$ cat src/rtl/fw_loader_if.sv
// fw_loader_if: groups the firmware loader's control, byte-stream and
// instruction-memory signals into one bundle.
//   start        : single-cycle pulse that begins a load
//   s_valid/s_data/s_ready : byte stream valid/ready handshake
//   mem_we/mem_address/mem_data : instruction-memory word write
//   cpu_reset_n  : low holds the CPU in reset
//   done/error   : load result flags
// master modport: the side that supplies the stream and consumes results.
// slave modport : the loader itself.
interface fw_loader_if #(
  parameter int CPU_WIDTH = 32
);
  logic                 start;
  logic                 s_valid;
  logic [7:0]           s_data;
  logic                 s_ready;
  logic                 mem_we;
  logic [CPU_WIDTH-1:0] mem_address;
  logic [CPU_WIDTH-1:0] mem_data;
  logic                 cpu_reset_n;
  logic                 done;
  logic                 error;

  modport master (
    output start, s_valid, s_data,
    input  s_ready, mem_we, mem_address, mem_data, cpu_reset_n, done, error
  );

  modport slave (
    input  start, s_valid, s_data,
    output s_ready, mem_we, mem_address, mem_data, cpu_reset_n, done, error
  );
endinterface

$ cat src/rtl/fw_loader.sv
// fw_loader: boot-time firmware writer for the CPU instruction memory.
// Packs an incoming byte stream little-endian into 32-bit words, writes each
// word to consecutive addresses, then compares a trailing 8-bit additive
// checksum. The CPU is released from reset only after a matching checksum.
// Ports:
//   clk       : system clock, rising edge
//   a_reset_n : asynchronous active-low reset
//   bus       : fw_loader_if.slave (start, byte stream, memory write, status)
module fw_loader #(
  parameter int                   CPU_WIDTH     = 32,
  parameter int                   FW_LENGTH     = 8,
  parameter logic [CPU_WIDTH-1:0] START_ADDRESS = 32'h0,
  parameter logic [CPU_WIDTH-1:0] CMD_WIDTH     = 32'h4
) (
  input  logic       clk,
  input  logic       a_reset_n,
  fw_loader_if.slave bus
);

  localparam int WCW = (FW_LENGTH > 1) ? $clog2(FW_LENGTH) : 1;
  localparam logic [WCW-1:0] LAST_WORD = WCW'(FW_LENGTH - 1);

  typedef enum logic [2:0] {
    IDLE  = 3'd0,
    LOAD  = 3'd1,
    WRITE = 3'd2,
    CHECK = 3'd3,
    DONE  = 3'd4,
    ERROR = 3'd5
  } state_t;

  state_t               state_r;
  state_t               state_next_s;
  logic                 s_ready_s;
  logic                 accept_s;
  logic                 restart_s;
  logic [1:0]           byte_cnt_r;
  logic [WCW-1:0]       word_cnt_r;
  logic [7:0]           sum_r;
  // Only the lower three bytes need holding; the fourth arrives with the write.
  logic [CPU_WIDTH-9:0] asm_r;
  logic                 mem_we_r;
  logic [CPU_WIDTH-1:0] mem_address_r;
  logic [CPU_WIDTH-1:0] mem_data_r;
  logic                 cpu_reset_n_r;
  logic                 done_r;
  logic                 error_r;

  // s_ready depends on the state register alone, never on the inputs.
  assign s_ready_s = (state_r == LOAD) || (state_r == CHECK);
  assign accept_s  = bus.s_valid && s_ready_s;
  assign restart_s = bus.start && ((state_r == IDLE) || (state_r == ERROR));

  assign bus.s_ready     = s_ready_s;
  assign bus.mem_we      = mem_we_r;
  assign bus.mem_address = mem_address_r;
  assign bus.mem_data    = mem_data_r;
  assign bus.cpu_reset_n = cpu_reset_n_r;
  assign bus.done        = done_r;
  assign bus.error       = error_r;

  // State register.
  always_ff @(posedge clk or negedge a_reset_n) begin
    if (!a_reset_n) begin
      state_r <= IDLE;
    end else begin
      state_r <= state_next_s;
    end
  end

  // Next-state decode.
  always_comb begin
    state_next_s = state_r;
    case (state_r)
      IDLE: begin
        if (bus.start) state_next_s = LOAD;
        else           state_next_s = IDLE;
      end
      LOAD: begin
        if (accept_s && (byte_cnt_r == 2'd3)) state_next_s = WRITE;
        else                                  state_next_s = LOAD;
      end
      WRITE: begin
        if (word_cnt_r == LAST_WORD) state_next_s = CHECK;
        else                         state_next_s = LOAD;
      end
      CHECK: begin
        if (accept_s) begin
          if (bus.s_data == sum_r) state_next_s = DONE;
          else                     state_next_s = ERROR;
        end else begin
          state_next_s = CHECK;
        end
      end
      DONE: state_next_s = DONE;
      ERROR: begin
        if (bus.start) state_next_s = LOAD;
        else           state_next_s = ERROR;
      end
      default: state_next_s = IDLE;
    endcase
  end

  // Counters, checksum, word assembly and the memory write port.
  // The word and its address are captured on the 4th byte so that they are
  // already stable in the WRITE cycle.
  always_ff @(posedge clk or negedge a_reset_n) begin
    if (!a_reset_n) begin
      byte_cnt_r    <= 2'd0;
      word_cnt_r    <= '0;
      sum_r         <= 8'd0;
      asm_r         <= '0;
      mem_address_r <= '0;
      mem_data_r    <= '0;
    end else if (restart_s) begin
      byte_cnt_r <= 2'd0;
      word_cnt_r <= '0;
      sum_r      <= 8'd0;
    end else if ((state_r == LOAD) && accept_s) begin
      sum_r      <= sum_r + bus.s_data;
      byte_cnt_r <= byte_cnt_r + 2'd1;
      if (byte_cnt_r == 2'd3) begin
        mem_data_r    <= {bus.s_data, asm_r};
        mem_address_r <= START_ADDRESS + CMD_WIDTH * CPU_WIDTH'(word_cnt_r);
      end else begin
        asm_r[{byte_cnt_r, 3'b000} +: 8] <= bus.s_data;
      end
    end else if ((state_r == WRITE) && (word_cnt_r != LAST_WORD)) begin
      word_cnt_r <= word_cnt_r + 1'b1;
    end
  end

  // Status outputs registered from the state being entered, so each one
  // lines up exactly with its state.
  always_ff @(posedge clk or negedge a_reset_n) begin
    if (!a_reset_n) begin
      mem_we_r      <= 1'b0;
      done_r        <= 1'b0;
      error_r       <= 1'b0;
      cpu_reset_n_r <= 1'b0;
    end else begin
      mem_we_r      <= (state_next_s == WRITE);
      done_r        <= (state_next_s == DONE);
      error_r       <= (state_next_s == ERROR);
      cpu_reset_n_r <= (state_next_s == DONE);
    end
  end

endmodule

$ cat src/flat_wrapper.sv
// flat-port wrapper written by rule: the top's interface ports become plain ports
module fw_loader_flat 
#(
  parameter int                   CPU_WIDTH     = 32,
  parameter int                   FW_LENGTH     = 8,
  parameter logic [CPU_WIDTH-1:0] START_ADDRESS = 32'h0,
  parameter logic [CPU_WIDTH-1:0] CMD_WIDTH     = 32'h4
)
  (clk, a_reset_n, bus_start, bus_s_valid, bus_s_data, bus_s_ready, bus_mem_we, bus_mem_address, bus_mem_data, bus_cpu_reset_n, bus_done, bus_error);
  fw_loader_if #(.CPU_WIDTH(CPU_WIDTH)) bus_i ();
  input  logic clk;
  input  logic a_reset_n;
  input wire logic [$bits(bus_i.start)-1:0] bus_start;
  input wire logic [$bits(bus_i.s_valid)-1:0] bus_s_valid;
  input wire logic [$bits(bus_i.s_data)-1:0] bus_s_data;
  output wire logic [$bits(bus_i.s_ready)-1:0] bus_s_ready;
  output wire logic [$bits(bus_i.mem_we)-1:0] bus_mem_we;
  output wire logic [$bits(bus_i.mem_address)-1:0] bus_mem_address;
  output wire logic [$bits(bus_i.mem_data)-1:0] bus_mem_data;
  output wire logic [$bits(bus_i.cpu_reset_n)-1:0] bus_cpu_reset_n;
  output wire logic [$bits(bus_i.done)-1:0] bus_done;
  output wire logic [$bits(bus_i.error)-1:0] bus_error;
  assign bus_i.start = bus_start;
  assign bus_i.s_valid = bus_s_valid;
  assign bus_i.s_data = bus_s_data;
  assign bus_s_ready = bus_i.s_ready;
  assign bus_mem_we = bus_i.mem_we;
  assign bus_mem_address = bus_i.mem_address;
  assign bus_mem_data = bus_i.mem_data;
  assign bus_cpu_reset_n = bus_i.cpu_reset_n;
  assign bus_done = bus_i.done;
  assign bus_error = bus_i.error;
  fw_loader #(.CPU_WIDTH(CPU_WIDTH), .FW_LENGTH(FW_LENGTH), .START_ADDRESS(START_ADDRESS), .CMD_WIDTH(CMD_WIDTH)) u_core (.clk(clk), .a_reset_n(a_reset_n), .bus(bus_i));
endmodule
$ cat config.mk
export PLATFORM = sky130hd
export DESIGN_NAME = fw_loader_flat
export DESIGN_NICKNAME = d
export VERILOG_FILES = /design/src/rtl/fw_loader_if.sv /design/src/rtl/fw_loader.sv /design/src/flat_wrapper.sv
export SDC_FILE = /design/constraint.sdc
export NUM_CORES = 1
export LEC_CHECK = 0
export ABC_AREA = 1
export CELL_PAD_IN_SITES_DETAIL_PLACEMENT = 1
export CELL_PAD_IN_SITES_GLOBAL_PLACEMENT = 1
export CORE_ASPECT_RATIO = 0.6
export CORE_UTILIZATION = 38
export DETAILED_ROUTE_END_ITERATION = 8
export MAX_ROUTING_LAYER = met4
export PLACE_DENSITY = 0.84
export RECOVER_POWER = 25
export SYNTH_ARGS = -nofsm -noshare
export SYNTH_HDL_FRONTEND = slang
export SYNTH_SLANG_ARGS = --single-unit
$ cat constraint.sdc
create_clock -name clk -period 2.25 [get_ports clk]
set_input_delay 0.225 -clock clk [delete_from_list [all_inputs] [get_ports clk]]
set_output_delay 0.225 -clock clk [all_outputs]
set_load 0.02 [all_outputs]
==> flow_metrics.py, run 1 <==
metrics = {
    "run_status": {
        "run_status": "complete, no violations",
    },
    "hold_path": {
        "hold_path_depth": 2,
        "holdPathEnd": "u_core.bus.mem_data[22]",
        "hp-class": "register to register",
        "min_from": "u_core.bus.mem_data[22]",
    },
    "critical_path": {
        "critPathKind": "register to register",
        "cp_slowest_cell": "dfrtp_1",
        "path_cells": "inv_1, ha_1, nor3_1, buf_4, nand2_1, o21ai_0",
        "timing.rr.start": "u_core.byte_cnt_r[0]",
        "cp.required_ns": 2.49,
        "worst-path-max-fanout": 8,
        "cpPeakStageDelay_ns": 0.45,
        "cp-end-kind": "register",
        "rrSetupSlack_ns": 0.42,
        "critPathLaunchType": "register",
        "ff2ff_path_depth": 6,
        "cp_data_arrival_time_ns": 2.07,
        "timing.rr.end": "u_core.asm_r[6]",
    },
    "sta": {
        "finalSetupViolCount": 0,
        "min_period_over_period": 0.814,
        "fin_setup_tns_ns": 0,
        "fin_crit_ns": 1.83,
        "slew_headroom": 0.294,
        "rsz0062_at_grt": "no",
        "slew_violations": 0,
        "fin_skew_ns": 0.0105,
        "worst_pin_slew_ns": 1.06,
        "max_freq_mhz": 546,
        "hold_viol_final": 0,
    },
    "logic_synthesis": {
        "synth_area_mm2": 0.00395,
        "syn-mean-instance-area_um2": 8.47,
        "yosysWarnings": 0,
        "ys_ff_latch": 78,
        "synth.distinct_cells": 31,
        "ys_seq_area_frac": 0.494,
        "synth_cells": 466,
    },
    "final_layout": {
        "multi_input_area_mm2": 0.00159,
        "antennaDiodeCount": 0,
        "nFillCells": 1204,
        "final_nets": 553,
        "synthToLayoutAreaGrowth_pct": 21.2,
        "instances_no_fill": 666,
        "regArea_mm2": 0.00195,
        "drive_gt1_frac": 0.0904,
    },
    "clock_network": {
        "cts_tree": "built",
        "cts_buffer_depth": 2,
        "insertion_delay_ns": 0.34,
        "cts_htree_levels": 3,
        "numCtsBuffers": 9,
        "cts_root_buf": "clkbuf_16",
        "clock-sinks": 78,
        "clk_pin_slew_ns": 0.06,
        "cts_resized": 0,
    },
    "floorplanning": {
        "start_util": 0.395,
        "num_io_pins": 81,
        "fp.dieH_um": 81.0,
        "die_x_um": 134,
        "core_mm2": 0.00998,
        "die_area_mm2": 0.0108,
        "fp-row-count": 28,
    },
    "global_routing": {
        "grtUsageTotal": 0.205,
        "grt_pass1_wl_um": 16300,
        "grt_max_degree": 43,
        "overflow": 0,
        "antenna_found_initial": 0,
        "grt_pass1_vias": 3195,
    },
    "placed_design": {
        "place.gp.congestion": 0.915,
        "numPlacedInstances": 649,
        "dp_hpwl_um": 7580,
        "portBuffers": 51,
    },
    "detailed_routing": {
        "ant_nets": 0,
        "wl_um": 10000,
        "drt_iter0_markers": 131,
        "wl_per_cell_um": 15.1,
        "viasPerCell": 4.73,
        "drt_pass1_iterations": 4,
        "via_count": 3153,
        "drc": 0,
    },
    "pwr": {
        "leakagePower_nw": 2.40,
        "power_density_mw_per_mm2": 1410,
        "irDropWorstVdd_uv": 516,
    },
    "job": {
        "cap_violations": 0,
    },
}
==> layout make-up <==
cell class,count,share of cell area
clock buffers,9,0.0470
flip-flops and latches,78,0.408
multi-input cells,327,0.332
well taps,135,0.0353
inverters,50,0.0403
clock inverters,7,0.0152
repair buffers,60,0.123
==> worst max-delay path: cells and delay by family (launching register included) <==
family	cells	cell delay (ns)
fa+ha+maj	1	0.43
buf+inv	2	0.35
simple gates	2	0.26
compound gates	1	0.23
flops	1	0.45
==> per-layer routing <==
metal / share of wire / wire length [µm] / track usage
met4: 0.012 / 116 / 0.0614
met5: 0 / 0 / -
met1: 0.47 / 4730 / 0.257
met2: 0.47 / 4720 / 0.333
met3: 0.047 / 475 / 0.0499
==> synth_stat cells (all sizes together) <==
cell / n / area [µm²]
xor2: 1 / 8.76
fa: 1 / 20.0
a21oi: 5 / 25.0
o21ai: 49 / 298
nand2: 179 / 698
a211oi: 1 / 7.51
inv: 50 / 193
o22ai: 1 / 6.26
and2: 1 / 6.26
conb: 1 / 3.75
nor2: 22 / 90.1
nor3: 3 / 25.0
o211ai: 1 / 7.51
nand3: 17 / 90.1
buf: 39 / 322
ha: 14 / 175
xnor2: 1 / 8.76
dfrtp: 78 / 1950
nand4: 2 / 12.5
==> per-stage QoR <==
stage | setup WS [ns] | utilization | instance area (µm²) | total power, W | hold WS (ns)
floorplan | 0.544 | - | 4050 | 0.00418 | -0.0706
global placement | 0.312 | 0.450 | 4490 | 0.00513 | 0.251
detailed placement | 0.247 | 0.450 | 4490 | 0.00531 | 0.257
CTS | 0.410 | 0.481 | 4800 | 0.00683 | 0.436
global route | 0.159 | 0.479 | 4790 | 0.00723 | 0.494
finish | 0.418 | 0.479 | 4790 | 0.00676 | 0.480
==> registers in the layout (all words and copies together), names as in the netlist <==
name	count
u_core.asm_r	24
u_core.bus.cpu_reset_n	1
u_core.bus.error	1
u_core.bus.mem_address	3
u_core.bus.mem_data	32
u_core.bus.mem_we	1
u_core.byte_cnt_r	2
u_core.state_r	3
u_core.sum_r	8
u_core.word_cnt_r	3
==> placed cells by master, fill, tap and decap left out, types with 2 or more instances in the layout <==
master and n:
a21oi_1 5, buf_4 6, clkbuf_16 9, clkdlybuf4s50_1 50, clkinv_2 2, clkinvlp_4 2
conb_1 29, dfrtp_1 78, ha_1 14, inv_1 48, inv_4 2, inv_6 2
nand2_1 176, nand3_1 16, nand4_1 2, nor2_1 21, nor3_2 2, o21ai_0 34
o21ai_2 14
==> report_power, final <==
| part | internal, W | switching (W) | total, W |
|---|---|---|---|
| Clock | 0.000862 | 0.000604 | 0.00147 |
| Sequential | 0.00198 | 0.000322 | 0.00230 |
| Combinational | 0.00114 | 0.00185 | 0.00299 |
| Total | 0.00398 | 0.00277 | 0.00676 |
==> worst max-delay path by stage <==
stage | startpoint | to | slack, ns | cells after the start
floorplan | u_core.byte_cnt_r[0] | u_core.asm_r[0] | 0.54 | 5
global placement | bus_s_data[0] | u_core.sum_r[6] | 0.31 | 10
detailed placement | bus_s_data[0] | u_core.sum_r[6] | 0.25 | 10
CTS | u_core.byte_cnt_r[0] | u_core.asm_r[6] | 0.41 | 6
global route | a_reset_n | u_core.bus.error | 0.16 | 3
finish | u_core.byte_cnt_r[0] | u_core.asm_r[6] | 0.42 | 6
==> timing repair <==
item	4_1_cts	5_1_grt
hold buffers	1	0
buffers inserted	0	0
endpoints found under the hold margin	41	0
==> logic make-up after synthesis <==
family	count (synthesis)	share of synthesized area
xor gates and xnor gates	2	0.00444
adders and majority gates	15	0.0494
and+or+nand+nor	224	0.234
DFF	78	0.494
buffers and inverters	89	0.130
AOI/OAI and AO/OA	57	0.0871
other	1	0.000950
Power figures use the tool's default switching activity.
==> run 2: changes to the inputs <==
--- a/config.mk
+++ b/config.mk
@@ -9,10 +9,10 @@
 export CELL_PAD_IN_SITES_DETAIL_PLACEMENT = 1
 export CELL_PAD_IN_SITES_GLOBAL_PLACEMENT = 1
 export CORE_ASPECT_RATIO = 0.6
-export CORE_UTILIZATION = 38
+export CORE_UTILIZATION = 34
 export DETAILED_ROUTE_END_ITERATION = 8
 export MAX_ROUTING_LAYER = met4
-export PLACE_DENSITY = 0.84
+export PLACE_DENSITY = 0.79
 export RECOVER_POWER = 25
 export SYNTH_ARGS = -nofsm -noshare
 export SYNTH_HDL_FRONTEND = slang
==> constraint.sdc (replaced) <==
create_clock -name clk -period 1.6 [get_ports clk]
set_input_delay 0.16 -clock clk [delete_from_list [all_inputs] [get_ports clk]]
set_output_delay 0.16 -clock clk [all_outputs]
set_load 0.02 [all_outputs]
==> run 2 against run 1 <==
  * Cell count increased by 9.2%
  * Critical path depth increased by 3
  * Wire length is 9.1% higher
  * Global-route usage fell by 0.41 points
  * Non-clock buffer count up 36
  * Maximum frequency up 20%
  * Sequential power increased by 43%
  * Design area rose by 7.3%
  * Critical endpoint is now u_core.asm_r[8]
==> flow_metrics.py, run 2 (synthesis gave the netlist of run 1 again) <==
metrics = {
    "sta": {
        "fin_crit_ns": 1.53,
        "min_period_over_period": 0.954,
        "slew_violations": 0,
        "timing.hold.ws_ns": 0.357,
        "rsz0062_at_grt": "yes",
        "max_freq_mhz": 655,
        "fin_skew_ns": 0.00518,
        "slew_headroom": 0.621,
        "hold_viol_final": 0,
        "finalSetupViolCount": 0,
        "worst_pin_slew_ns": 0.569,
    },
    "final_layout": {
        "instances_no_fill": 727,
        "post-route-util": 0.455,
        "final_nets": 589,
        "antennaDiodeCount": 0,
        "final_common_cell": "nand2_1",
        "largest_reg_flops": 32,
        "final_area_mm2": 0.00514,
        "drive_gt1_frac": 0.171,
        "final_cell_mix": "176 x nand2_1, 76 x dfrtp_1, 48 x clkdlybuf4s50_1",
        "synthToLayoutAreaGrowth_pct": 30.1,
    },
    "critical_path": {
        "worst-path-max-fanout": 5,
        "path_cells": "inv_2, nand2_2, nor2_4, nand2_4, buf_8, nor3_4, buf_6, nand2_1, o21ai_0",
        "cp_data_arrival_time_ns": 1.78,
        "cp-end-kind": "register",
        "cp_slowest_cell": "dfrtp_1",
        "critPathKind": "register to register",
        "critPathLaunchType": "register",
        "cpPeakStageDelay_ns": 0.40,
        "ff2ff_path_depth": 9,
        "cp.required_ns": 1.85,
        "timing.rr.start": "u_core.state_r[2]",
        "timing.rr.end": "u_core.asm_r[8]",
        "rrSetupSlack_ns": 0.07,
    },
    "run_status": {
        "run_status": "complete, no violations",
    },
    "clock_network": {
        "cts_tree": "built",
        "numCtsBuffers": 9,
        "insertion_delay_ns": 0.34,
        "cts_htree_levels": 3,
        "cts_root_buf": "clkbuf_16",
        "cts_buffer_depth": 2,
        "clock-sinks": 78,
        "clk_pin_slew_ns": 0.06,
    },
    "pwr": {
        "power_density_mw_per_mm2": 1960,
        "irDropWorstVdd_uv": 747,
        "leakagePower_nw": 2.60,
    },
    "placed_design": {
        "place.gp.congestion": 0.842,
        "portBuffers": 51,
        "post_dp_cell_area_mm2": 0.00477,
        "numPlacedInstances": 704,
        "dp_hpwl_um": 8370,
    },
    "global_routing": {
        "overflow": 0,
        "antenna_found_initial": 0,
        "grt_pass1_wl_um": 17800,
        "grt_max_degree": 42,
        "grtUsageTotal": 0.201,
        "grt_pass1_vias": 3396,
    },
    "detailed_routing": {
        "wl_per_cell_um": 15.1,
        "viasPerCell": 4.47,
        "wl_um": 11000,
        "drt_iter0_markers": 171,
        "drc": 0,
        "drt_pass1_iterations": 4,
        "via_count": 3249,
        "ant_nets": 0,
    },
    "job": {
        "cap_violations": 0,
    },
    "floorplanning": {
        "fp.dieH_um": 85.5,
        "die_x_um": 141,
        "core_mm2": 0.0113,
        "die_area_mm2": 0.0121,
        "num_io_pins": 81,
        "start_util": 0.350,
        "fp-row-count": 30,
    },
    "hold_path": {
        "hp-class": "input port to asynchronous set/reset pin",
    },
}
==> run 2: cell types whose count changed in the layout (fill, tap and decap cells not counted), sizes merged <==
| cell | delta |
|---|---|
| inv | -2 |
| clkdlybuf4s50 | -2 |
| clkbuf | +3 |
| dlygate4sd2 | +1 |
| buf | +36 |
| dlymetal6s2s | +1 |
| clkinvlp | -1 |
==> run 2: timing repair <==
action / in CTS / in global routing
cloned: 0 / 1
endpoints found under the hold margin: 17 / 0
gates resized for setup: 3 / 27
pin swaps: 0 / 2
setup endpoints to repair: 9 / 30
hold buffers: 1 / 0
buffers inserted: 0 / 5
==> run 2: routing by layer <==
layer / vias up / track usage / wire [µm] / share of wire
met2: 68 / 0.305 / 4880 / 0.45
met1: 1587 / 0.271 / 5400 / 0.49
met5: - / - / 0 / 0
met4: 0 / 0.0445 / 82 / 0.0075
met3: 10 / 0.0508 / 589 / 0.054
li1: 1584 / - / - / -
==> run 2: cell type report <==
type	count	area [µm²]
Sequential cell	78	1950
Multi-Input combinational cell	327	1620
Clock inverter	4	47.5
Tap cell	160	200
Fill cell	1364	6160
Timing Repair Buffer	96	887
Inverter	50	193
Clock buffer	12	236
==> run 2: per-stage QoR <==
stage / power (W) / setup WS, ns / setup TNS (ns)
after CTS: 0.00998 / 0.0227 / 0
after floorplan: 0.00589 / 0.0446 / 0
after global routing: 0.0108 / -0.0289 / -0.0670
final: 0.0101 / 0.0733 / 0
after detailed placement: 0.00792 / -0.232 / -2.51
after global placement: 0.00769 / -0.174 / -1.52
==> run 2: report_power, final <==
| group | leakage (nW) | switching [W] | internal [W] |
|---|---|---|---|
| Sequential | 1.04 | 0.000490 | 0.00279 |
| Combinational | 1.42 | 0.00276 | 0.00203 |
| Clock | 0.137 | 0.000795 | 0.00120 |
==> run 2: critical path: cells and delay by family (launching register included) <==
family / cells / cell delay (ns)
buf+inv: 3 / 0.35
flops: 1 / 0.40
simple gates: 5 / 0.61
compound gates: 1 / 0.08
==> run 2: worst max-delay path by stage <==
stage / start / endpoint / slack (ns) / cells past startpoint
after floorplan: u_core.byte_cnt_r[0] / u_core.asm_r[0] / 0.04 / 5
after global placement: bus_s_data[0] / u_core.sum_r[6] / -0.17 / 10
after detailed placement: bus_s_data[0] / u_core.sum_r[4] / -0.23 / 8
after CTS: u_core.sum_r[2] / u_core.bus.cpu_reset_n / 0.02 / 8
after global routing: u_core.state_r[2] / u_core.asm_r[8] / -0.03 / 9
final: u_core.state_r[2] / u_core.asm_r[8] / 0.07 / 9
==> run 3: changes to the inputs <==
--- a/config.mk
+++ b/config.mk
@@ -14,6 +14,7 @@
 export MAX_ROUTING_LAYER = met4
 export PLACE_DENSITY = 0.79
 export RECOVER_POWER = 25
+export SKIP_LAST_GASP = 1
 export SYNTH_ARGS = -nofsm -noshare
 export SYNTH_HDL_FRONTEND = slang
 export SYNTH_SLANG_ARGS = --single-unit
==> run 3 against run 2 <==
  * Design area about the same
  * Register-to-register slack about the same
  * Count of clock-buffer cells in the layout stayed put
  * First-iteration DRC count unchanged
  * Clock skew hardly changed
  * Wire length about the same
  * Critical path type unchanged
  * Critical endpoint unchanged
  * Largest power group unchanged
  * Highest routed layer unchanged
==> flow_metrics.py, run 3 (synthesis gave the netlist of run 1 again) <==
metrics = {
    "global_routing": {
        "grt_pass1_wl_um": 17800,
        "grt_max_degree": 42,
        "grtUsageTotal": 0.201,
        "grt_pass1_vias": 3396,
        "overflow": 0,
        "antenna_found_initial": 0,
    },
    "clock_network": {
        "cts_buffer_depth": 2,
        "insertion_delay_ns": 0.34,
        "numCtsBuffers": 9,
        "clk_pin_slew_ns": 0.06,
        "cts_htree_levels": 3,
        "cts_tree": "built",
        "cts_root_buf": "clkbuf_16",
        "clock-sinks": 78,
    },
    "job": {
        "cap_violations": 0,
    },
    "sta": {
        "slew_headroom": 0.620,
        "timing.hold.ws_ns": 0.358,
        "finalSetupViolCount": 0,
        "worst_pin_slew_ns": 0.569,
        "hold_viol_final": 0,
        "slew_violations": 0,
        "fin_crit_ns": 1.53,
        "min_period_over_period": 0.954,
        "fin_skew_ns": 0.00520,
        "fin_setup_tns_ns": 0,
        "setup_ws_ns": 0.0735,
        "max_freq_mhz": 655,
        "rsz0062_at_grt": "yes",
    },
    "critical_path": {
        "cp_data_arrival_time_ns": 1.78,
        "critPathKind": "register to register",
        "critPathLaunchType": "register",
        "cp.required_ns": 1.85,
        "cp-end-kind": "register",
        "worst-path-max-fanout": 5,
    },
    "pwr": {
        "power_frac_clock": 0.199,
        "p_sw_w": 0.00405,
        "leakagePower_nw": 2.60,
        "power_density_mw_per_mm2": 1960,
        "switching_share": 0.402,
        "combPwrFrac": 0.475,
        "p_int_w": 0.00602,
        "p_total_w": 0.0101,
        "irDropWorstVdd_uv": 746,
        "seq_power_share": 0.326,
    },
    "final_layout": {
        "final_common_cell": "nand2_1",
        "final_cell_mix": "176 x nand2_1, 77 x dfrtp_1, 48 x clkdlybuf4s50_1",
        "largest_reg_flops": 32,
        "drive_gt1_frac": 0.168,
        "antennaDiodeCount": 0,
        "final_nets": 589,
        "synthToLayoutAreaGrowth_pct": 30.1,
    },
    "floorplanning": {
        "start_util": 0.350,
        "num_io_pins": 81,
        "die_x_um": 141,
        "fp-row-count": 30,
        "core_mm2": 0.0113,
        "fp.dieH_um": 85.5,
        "die_area_mm2": 0.0121,
    },
    "detailed_routing": {
        "drt_pass1_iterations": 4,
        "wl_um": 11000,
        "viasPerCell": 4.47,
        "drc": 0,
        "wl_per_cell_um": 15.1,
        "drt_iter0_markers": 171,
        "ant_nets": 0,
        "via_count": 3251,
    },
    "hold_path": {
        "hp-class": "input port to asynchronous set/reset pin",
    },
    "run_status": {
        "run_status": "complete, no violations",
    },
    "placed_design": {
        "place.gp.congestion": 0.842,
        "place_ws_ns": -0.232,
        "dp_hpwl_um": 8370,
        "portBuffers": 51,
    },
}
[run 3: cell counts in the layout (fill, tap and decap cells not counted)]
No cell type changed its count.
[run 3: cell type report]
type	count	area (µm²)
clock buffers	12	236
clock inverters	4	47.5
well taps	160	200
inverters	50	193
flip-flops and latches	78	1950
multi-input cells	327	1620
fillers	1364	6160
repair buffers	96	887
[run 3: path summary, 6_finish.rpt]
kind / startpoint / to / slack [ns] / cells after the start
setup / recovery: u_core.state_r[2] / u_core.asm_r[8] / 0.07 / 9
hold / removal: a_reset_n / u_core.bus.mem_data[8] / 0.36 / 2
setup reg to reg: u_core.state_r[2] / u_core.asm_r[8] / 0.07 / 9
hold reg to reg: u_core.asm_r[23] / u_core.bus.mem_data[23] / 0.47 / 2
max in group asynchronous: a_reset_n / u_core.byte_cnt_r[0] / 0.27 / 3
min in group clk: u_core.asm_r[23] / u_core.bus.mem_data[23] / 0.47 / 2
[run 3: metal layers]
metal / GRT usage / part of all wire / up-vias / wire length [µm]
li1: - / - / 1584 / -
met1: 0.271 / 0.49 / 1587 / 5390
met2: 0.305 / 0.45 / 70 / 4880
met3: 0.0508 / 0.054 / 10 / 595
met4: 0.0445 / 0.0075 / 0 / 82
met5: - / 0 / - / 0
[run 3: stage by stage]
step	cells	instance area, µm²	util
after global placement	704	4770	0.422
after floorplan	494	4060	-
after global routing	727	5140	0.455
final	727	5140	0.455
after detailed placement	704	4770	0.422
after CTS	721	5060	0.448
[run 3: repair_timing]
action                     4_1_cts  5_1_grt
hold buffers                     1        0
pin swaps                        0        2
cloned                           0        1
gates resized for setup          3       24
setup buffers                    0        5
hold endpoints to repair        17        0
setup endpoints to repair        9       30
[run 3: power by group through the flow]
stage	Clock [W]	Sequential (W)	Combinational, W
finish	0.00200	0.00328	0.00478
global route	0.00213	0.00338	0.00527
CTS	0.00205	0.00328	0.00464
detailed placement	0	0.00330	0.00462
global placement	0	0.00325	0.00445
floorplan	0	0.00368	0.00222
[run 3: critical path, stage by stage, from the launching register on]
cell and delay (ns):
dfrtp_1 0.40, inv_2 0.07, nand2_2 0.08, nor2_4 0.15, nand2_4 0.08, buf_8 0.13
nor3_4 0.25, buf_6 0.15, nand2_1 0.05, o21ai_0 0.08
